<file path="config.mk">
export PLATFORM = sky130hd
export DESIGN_NAME = matmul_tile_sequencer
export DESIGN_NICKNAME = d
export VERILOG_FILES = /design/src/rtl/matmul_pkg.sv /design/src/rtl/tile_index_counter.sv /design/src/rtl/matmul_tile_sequencer.sv
export SDC_FILE = /design/constraint.sdc
export NUM_CORES = 1
export LEC_CHECK = 0
export CORE_ASPECT_RATIO = 0.9
export CORE_MARGIN = 4
export CORE_UTILIZATION = 51
export CTS_BUF_LIST = sky130_fd_sc_hd__clkbuf_8
export DETAILED_ROUTE_END_ITERATION = 6
export MAX_ROUTING_LAYER = met4
export PLACE_DENSITY = 0.72
export SKIP_LAST_GASP = 1
export SLEW_MARGIN = 20
export SYNTH_ARGS = -nofsm -noshare
export SYNTH_HDL_FRONTEND = slang
export SYNTH_SLANG_ARGS = --single-unit
</file>
<file path="constraint.sdc">
create_clock -name clk -period 11.8 [get_ports clk]
set_clock_uncertainty 0.15 [all_clocks]
set_input_delay 2.36 -clock clk [delete_from_list [all_inputs] [get_ports clk]]
set_output_delay 2.36 -clock clk [all_outputs]
set_load 0.05 [all_outputs]
</file>
<file path="src/rtl/matmul_pkg.sv">
// rtl/matmul_pkg.sv - shared FSM type and width helpers for the matmul tile sequencer
package matmul_pkg;

    typedef enum logic [1:0] {
        ST_IDLE  = 2'd0,
        ST_ISSUE = 2'd1,
        ST_DRAIN = 2'd2,
        ST_DONE  = 2'd3
    } seq_state_e;

    localparam int DEFAULT_NUM_CORES       = 2;
    localparam int DEFAULT_MAX_OUTSTANDING = 4;

    // Width of a counter that must hold 0..max_outstanding inclusive.
    function automatic int osd_cnt_w(input int max_outstanding);
        return (max_outstanding < 1) ? 1 : $clog2(max_outstanding + 1);
    endfunction

    // One lane-mask bit per core in a column group.
    function automatic int lane_mask_w(input int num_cores);
        return num_cores;
    endfunction

endpackage

</file>
<file path="src/rtl/tile_index_counter.sv">
// rtl/tile_index_counter.sv - nested row/group/inner counter with running address bases
module tile_index_counter
    import matmul_pkg::*;
#(
    parameter int DIM_W     = 8,
    parameter int ADDR_W    = 14,
    parameter int NUM_CORES = DEFAULT_NUM_CORES
) (
    input  logic                clk,
    input  logic                rst,
    input  logic                clear_i,
    input  logic                advance_i,
    input  logic [DIM_W-1:0]    k_tiles_i,
    input  logic [DIM_W-1:0]    row_tiles_i,
    input  logic [DIM_W-1:0]    col_tiles_i,
    output logic [DIM_W-1:0]    k_nxt_o,
    output logic [DIM_W+5:0]    c0_nxt_o,
    output logic [ADDR_W-1:0]   row_base_nxt_o,
    output logic [ADDR_W-1:0]   grp_base_nxt_o,
    output logic                last_k_o,
    output logic                last_beat_o
);

    // c0 needs headroom above col_tiles for the NUM_CORES step (up to 32).
    localparam int CW = DIM_W + 6;

    logic [DIM_W-1:0]  k_q, k_d, r_q, r_d;
    logic [CW-1:0]     c0_q, c0_d;
    logic [ADDR_W-1:0] rb_q, rb_d, gb_q, gb_d;
    logic              last_group, last_row;

    // rb tracks r*K and gb tracks g*K so no multiplier is needed.
    assign last_k_o    = (k_q == k_tiles_i - DIM_W'(1));
    assign last_group  = ((c0_q + CW'(NUM_CORES)) >= CW'(col_tiles_i));
    assign last_row    = (r_q == row_tiles_i - DIM_W'(1));
    assign last_beat_o = last_k_o && last_group && last_row;

    // Next counter values: k innermost, then column group, then row.
    always_comb begin
        k_d  = k_q;
        r_d  = r_q;
        c0_d = c0_q;
        rb_d = rb_q;
        gb_d = gb_q;
        if (clear_i) begin
            k_d  = '0;
            r_d  = '0;
            c0_d = '0;
            rb_d = '0;
            gb_d = '0;
        end else if (advance_i) begin
            if (last_k_o) begin
                k_d = '0;
                if (last_group) begin
                    c0_d = '0;
                    gb_d = '0;
                    r_d  = r_q + DIM_W'(1);
                    rb_d = rb_q + ADDR_W'(k_tiles_i);
                end else begin
                    c0_d = c0_q + CW'(NUM_CORES);
                    gb_d = gb_q + ADDR_W'(k_tiles_i);
                end
            end else begin
                k_d = k_q + DIM_W'(1);
            end
        end
    end

    // Counter state registers.
    always_ff @(posedge clk or posedge rst) begin
        if (rst) begin
            k_q  <= '0;
            r_q  <= '0;
            c0_q <= '0;
            rb_q <= '0;
            gb_q <= '0;
        end else begin
            k_q  <= k_d;
            r_q  <= r_d;
            c0_q <= c0_d;
            rb_q <= rb_d;
            gb_q <= gb_d;
        end
    end

    assign k_nxt_o        = k_d;
    assign c0_nxt_o       = c0_d;
    assign row_base_nxt_o = rb_d;
    assign grp_base_nxt_o = gb_d;

endmodule

</file>
<file path="src/rtl/matmul_tile_sequencer.sv">
// rtl/matmul_tile_sequencer.sv - tile walk, BRAM addressing and retire tracking for the matmul cores
module matmul_tile_sequencer
    import matmul_pkg::*;
#(
    parameter int NUM_CORES       = DEFAULT_NUM_CORES,
    parameter int DIM_W           = 8,
    parameter int ADDR_W          = 14,
    parameter int MAX_OUTSTANDING = DEFAULT_MAX_OUTSTANDING
) (
    input  logic                 clk,
    input  logic                 rst,
    input  logic                 start,
    input  logic [DIM_W-1:0]     cfg_k_tiles,
    input  logic [DIM_W-1:0]     cfg_row_tiles,
    input  logic [DIM_W-1:0]     cfg_col_tiles,
    output logic                 ready,
    output logic                 done,
    output logic                 err,
    output logic                 issue_valid,
    input  logic                 issue_ready,
    output logic [ADDR_W-1:0]    in_addr,
    output logic [ADDR_W-1:0]    wb_addr,
    output logic                 first_k,
    output logic                 last_k,
    output logic [NUM_CORES-1:0] lane_mask,
    input  logic                 res_valid,
    output logic                 out_we,
    output logic [ADDR_W-1:0]    out_addr
);

    localparam int OW = osd_cnt_w(MAX_OUTSTANDING);
    localparam int LW = lane_mask_w(NUM_CORES);
    localparam int CW = DIM_W + 6;

    seq_state_e        state_q, state_d;
    logic [DIM_W-1:0]  cfg_k_q, cfg_k_d, cfg_r_q, cfg_r_d, cfg_c_q, cfg_c_d;
    logic [DIM_W-1:0]  k_eff, r_eff, c_eff;
    logic              err_q, err_d;
    logic [OW-1:0]     osd_q, osd_d;
    logic [ADDR_W-1:0] retire_q, retire_d;
    logic              ready_q, done_q, iv_q, iv_d;
    logic [ADDR_W-1:0] in_addr_q, in_addr_d, wb_addr_q, wb_addr_d;
    logic              first_q, first_d, last_q, last_d;
    logic [LW-1:0]     lane_q, lane_d;

    logic              start_acc, cfg_zero, beat, retire_ok, grp_done;
    logic              cnt_last_k, cnt_last_beat;
    logic [DIM_W-1:0]  k_nxt;
    logic [CW-1:0]     c0_nxt;
    logic [ADDR_W-1:0] row_base_nxt, grp_base_nxt;

    assign start_acc = (state_q == ST_IDLE) && start;
    assign cfg_zero  = (cfg_k_tiles == '0) || (cfg_row_tiles == '0) || (cfg_col_tiles == '0);
    assign beat      = iv_q && issue_ready;
    assign retire_ok = res_valid && (osd_q != '0);
    assign grp_done  = beat && cnt_last_k;

    // The counter is cleared in the same cycle cfg is latched, so it sees the live inputs then.
    assign k_eff = (state_q == ST_IDLE) ? cfg_k_tiles   : cfg_k_q;
    assign r_eff = (state_q == ST_IDLE) ? cfg_row_tiles : cfg_r_q;
    assign c_eff = (state_q == ST_IDLE) ? cfg_col_tiles : cfg_c_q;

    tile_index_counter #(
        .DIM_W     (DIM_W),
        .ADDR_W    (ADDR_W),
        .NUM_CORES (NUM_CORES)
    ) u_cnt (
        .clk            (clk),
        .rst            (rst),
        .clear_i        (start_acc),
        .advance_i      (beat),
        .k_tiles_i      (k_eff),
        .row_tiles_i    (r_eff),
        .col_tiles_i    (c_eff),
        .k_nxt_o        (k_nxt),
        .c0_nxt_o       (c0_nxt),
        .row_base_nxt_o (row_base_nxt),
        .grp_base_nxt_o (grp_base_nxt),
        .last_k_o       (cnt_last_k),
        .last_beat_o    (cnt_last_beat)
    );

    // FSM, config latch, outstanding/retire bookkeeping and next beat outputs.
    always_comb begin
        state_d  = state_q;
        cfg_k_d  = cfg_k_q;
        cfg_r_d  = cfg_r_q;
        cfg_c_d  = cfg_c_q;
        err_d    = err_q;
        osd_d    = osd_q;
        retire_d = retire_q;
        case (state_q)
            ST_IDLE: begin
                if (start) begin
                    cfg_k_d  = cfg_k_tiles;
                    cfg_r_d  = cfg_row_tiles;
                    cfg_c_d  = cfg_col_tiles;
                    err_d    = cfg_zero;
                    retire_d = '0;
                    state_d  = cfg_zero ? ST_DONE : ST_ISSUE;
                end
            end
            ST_ISSUE: if (beat && cnt_last_beat) state_d = ST_DRAIN;
            ST_DRAIN: if (osd_q == '0) state_d = ST_DONE;
            default:  state_d = ST_IDLE;
        endcase
        // Simultaneous group issue and retire cancel out.
        if (grp_done && !retire_ok) begin
            osd_d = osd_q + OW'(1);
        end else if (!grp_done && retire_ok) begin
            osd_d = osd_q - OW'(1);
        end
        if (retire_ok) retire_d = retire_q + ADDR_W'(1);
        if (res_valid && (osd_q == '0)) err_d = 1'b1;

        // Hold off a new group until a slot is free; mid-group beats never stall on it.
        iv_d = (state_d == ST_ISSUE) && !((k_nxt == '0) && (osd_d == OW'(MAX_OUTSTANDING)));
        in_addr_d = row_base_nxt + ADDR_W'(k_nxt);
        wb_addr_d = grp_base_nxt + ADDR_W'(k_nxt);
        first_d   = (k_nxt == '0);
        last_d    = (k_nxt == k_eff - DIM_W'(1));
        lane_d    = '0;
        for (int i = 0; i < LW; i++) begin
            lane_d[i] = ((c0_nxt + CW'(i)) < CW'(c_eff));
        end
    end

    // State and registered outputs; beat outputs only move on start or an accepted beat.
    always_ff @(posedge clk or posedge rst) begin
        if (rst) begin
            state_q   <= ST_IDLE;
            cfg_k_q   <= '0;
            cfg_r_q   <= '0;
            cfg_c_q   <= '0;
            err_q     <= 1'b0;
            osd_q     <= '0;
            retire_q  <= '0;
            ready_q   <= 1'b1;
            done_q    <= 1'b0;
            iv_q      <= 1'b0;
            in_addr_q <= '0;
            wb_addr_q <= '0;
            first_q   <= 1'b0;
            last_q    <= 1'b0;
            lane_q    <= '0;
        end else begin
            state_q  <= state_d;
            cfg_k_q  <= cfg_k_d;
            cfg_r_q  <= cfg_r_d;
            cfg_c_q  <= cfg_c_d;
            err_q    <= err_d;
            osd_q    <= osd_d;
            retire_q <= retire_d;
            ready_q  <= (state_d == ST_IDLE);
            done_q   <= (state_d == ST_DONE);
            iv_q     <= iv_d;
            if (start_acc || beat) begin
                in_addr_q <= in_addr_d;
                wb_addr_q <= wb_addr_d;
                first_q   <= first_d;
                last_q    <= last_d;
                lane_q    <= lane_d;
            end
        end
    end

    assign ready       = ready_q;
    assign done        = done_q;
    assign err         = err_q;
    assign issue_valid = iv_q;
    assign in_addr     = in_addr_q;
    assign wb_addr     = wb_addr_q;
    assign first_k     = first_q;
    assign last_k      = last_q;
    assign lane_mask   = lane_q;
    assign out_we      = retire_ok;
    assign out_addr    = retire_q;

endmodule

</file>
==> flow_metrics.env <==
export IMPL_cts_root_buf="clkbuf_8"
export IMPL_cts_resized=0
export IMPL_worst_pin_slew_ns=0.968
export IMPL_cp_start_kind="primary input"
export IMPL_grt_overflow_total=0
export IMPL_cellLeakagePower_nw=4.86
export IMPL_antenna_found_initial=0
export IMPL_drive_above_1_share=0.0616
export IMPL_ios=80
export IMPL_worstPathRequired_ns=12.07
export IMPL_h_tree_depth=4
export IMPL_nets=1237
export IMPL_cp_max_fo=15
export IMPL_path_class="primary input to flop"
export IMPL_path_cells="clkdlybuf4s50_1 -> nor3b_1 -> nor2_1 -> ha_1 -> xnor3_1 -> or4_4 -> or2_1 -> nor3_1 -> buf_4 -> nor2_1 -> a211oi_1 -> ha_1 -> a21oi_1 -> o21bai_1 -> a21oi_1 -> o21bai_1 -> a31oi_1 -> a211oi_4 -> o211ai_1 -> or4_1 -> nand3_1"
export IMPL_grt_pass1_wl_um=40400
export IMPL_arrival_ns=8.12
export IMPL_cts_sinks=137
export IMPL_min_period_ns=7.86
export IMPL_post_place_cells=1361
export IMPL_max_freq_mhz=127
export IMPL_netlist_instances=1070
export IMPL_synth_edff_count=0
export IMPL_fin_crit_sh=0.666
export IMPL_r2r_cells=26
export IMPL_worst_path_max_delay_cell="or4_4"
export IMPL_cts_hold_fix_buffers=0
export IMPL_drtPass1Iterations=5
export IMPL_hold_depth=2
export IMPL_drt_iter0_markers=616
export IMPL_cpLargestDelayFamily="simple AND/OR/NAND/NOR gates"
export IMPL_syn_avg_cell_area_um2=8.75
export IMPL_ys_flop_type="dfrtp_1"
export IMPL_status="completed"
export IMPL_dr_total_vias=8019
export IMPL_cts_buffers=17
export IMPL_dp_hpwl_um=17600
export IMPL_ys_seq_area_frac=0.366
export IMPL_io_buffer_count=79
export IMPL_post_cts_setup_buffers=0
export IMPL_async_flop_share=1.00
export IMPL_drt_wirelength_per_cell_um=17.4
export IMPL_routed_wl_um=24300
export IMPL_drc=0
export IMPL_drtAntennaViolNets=0
export IMPL_stdcell_count=1393
export IMPL_crit_path_end_kind="flop"
export IMPL_cts_tree="done"
export IMPL_vias_per_cell=5.76
export IMPL_hp_class="flop to flop"
export IMPL_gp_congestion=0.967
export IMPL_fp_dieH_um=137
export IMPL_diodes=0
export IMPL_cellPowerDensity_nw_per_um2=130
export IMPL_rsz0062_at_grt="false"
export IMPL_max_slew_margin=0.349
export IMPL_synthesis_area_um2=9360
export IMPL_coreArea_um2=17800
export IMPL_track_usage=0.256
export IMPL_post_dp_cell_area_um2=10400
export IMPL_ys_warn_count=0
export IMPL_syn_nets=1167
export IMPL_yosysUniqueCellTypes=82
export IMPL_clk_path_buf_depth=2
export IMPL_initial_utilization=0.525
export IMPL_maxSlewViolCount=0
export IMPL_slowest_delay_ns=0.58
export IMPL_design_area_um2=10800
export IMPL_row_count=46
export IMPL_vdd_drop_max_v=0.000134
export IMPL_tns_ns=0
export IMPL_path_buf_inv=2
export IMPL_clk_pin_slew_ns=0.09
export IMPL_maxCapViolCount=0
export IMPL_insertion_delay_ns=0.49
export IMPL_crit_cells=21
export IMPL_grt_max_degree=71
export IMPL_dieArea_um2=20600
export IMPL_syn_to_final_growth_pct=15.0
export IMPL_fp_dieW_um=151
export IMPL_hold_violations=0
export IMPL_grt_pass1_vias=7660
export IMPL_setup_viol=0
export IMPL_ys_ff_latch=137
==> cell type report <==
| class | count | area, um^2 |
|---|---|---|
| Timing Repair Buffer | 90 | 873 |
| Fill cell | 1599 | 7080 |
| Inverter | 39 | 151 |
| Sequential cell | 137 | 3430 |
| Tap cell | 240 | 300 |
| Multi-Input combinational cell | 855 | 5620 |
| Clock inverter | 13 | 130 |
| Clock buffer | 19 | 262 |
==> cells by family (layout without fill, tap and decap cells) <==
group	Yosys count	after routing	share of synthesized area
AO/OA/AOI/OAI	235	235	0.163
AND/OR/NAND/NOR	431	431	0.221
buffers and inverters	78	161	0.0343
flip-flops	137	137	0.366
adder cells (fa/ha/maj)	70	70	0.0962
multiplexers	29	29	0.0315
XOR/XNOR	90	90	0.0871
==> metrics by stage <==
step	utilization	worst slack, ns	hold WS [ns]	power, mW
after floorplan	-	4.34	0.292	0.871
after global placement	0.581	3.62	0.300	1.01
after detailed placement	0.581	3.54	0.305	1.02
after CTS	0.603	4.03	0.328	1.41
after global routing	0.603	3.47	0.348	1.48
final	0.603	3.94	0.324	1.40
==> per-layer routing <==
| metal | up-vias | global-route usage | part of all wire |
|---|---|---|---|
| met4 | 0 | 0.0604 | 0.013 |
| met2 | 236 | 0.376 | 0.44 |
| met3 | 33 | 0.0553 | 0.059 |
| li1 | 3939 | - | - |
| met5 | - | - | 0 |
| met1 | 3811 | 0.365 | 0.48 |
==> sequential cells by signal (all words and copies together), names as in the netlist, 2 cells and up <==
signal      count
osd_q           3
cfg_k_q         8
state_q         2
u_cnt.gb_q     14
lane_mask       2
u_cnt.c0_q     14
in_addr        14
u_cnt.k_q       8
u_cnt.r_q       8
out_addr       14
u_cnt.rb_q     14
cfg_r_q         8
cfg_c_q         8
wb_addr        14
==> layout by cell type, fill, tap and decap left out, drive strengths merged, types with 28 or more instances in the layout <==
cell | Yosys | layout
a21oi | 76 | 76
clkdlybuf4s50 | 0 | 79
dfrtp | 136 | 136
ha | 64 | 64
inv | 39 | 45
mux2i | 28 | 28
nand2 | 174 | 174
nand3 | 31 | 31
nor2 | 98 | 98
o21ai | 46 | 46
xnor2 | 57 | 57
xor2 | 31 | 31
==> worst paths after layout <==
path | startpoint | to | slack [ns]
max | cfg_k_tiles[0] | in_addr[13] | 3.94
min | in_addr[1] | in_addr[1] | 0.32
max reg2reg | state_q[0] | lane_mask[1] | 5.12
min reg2reg | in_addr[1] | in_addr[1] | 0.32
max in group asynchronous | rst | osd_q[2] | 7.95
min in group asynchronous | rst | in_addr[1] | 2.21
==> synth_stat cells, types with 27 or more instances <==
cell type  count  share of area
nor2_1        98          0.039
ha_1          64          0.086
clkbuf_1      27          0.011
mux2i_1       27          0.029
nand2_1      174          0.070
xor2_1        31          0.029
inv_1         37          0.015
xnor2_1       57          0.053
o21ai_0       43          0.023
a21oi_1       75          0.040
dfrtp_1      136           0.36
nand3_1       31          0.017
==> report_power, final <==
group	internal, mW	switching (mW)	leakage, nW
Sequential	0.517	0.0489	1.82
Clock	0.182	0.211	0.192
Combinational	0.160	0.282	2.86
Total	0.859	0.542	4.86
==> worst reg2reg max path: cells and delay by family, from the launching register on <==
kind | cells | cell delay [ns]
flops | 1 | 0.57
simple gates | 9 | 1.52
xor+xnor | 1 | 0.16
mux | 1 | 0.37
compound gates | 9 | 2.28
fa+ha+maj | 3 | 0.76
buf+inv | 3 | 0.77
Note: power is estimated with default switching activity, not from simulation.
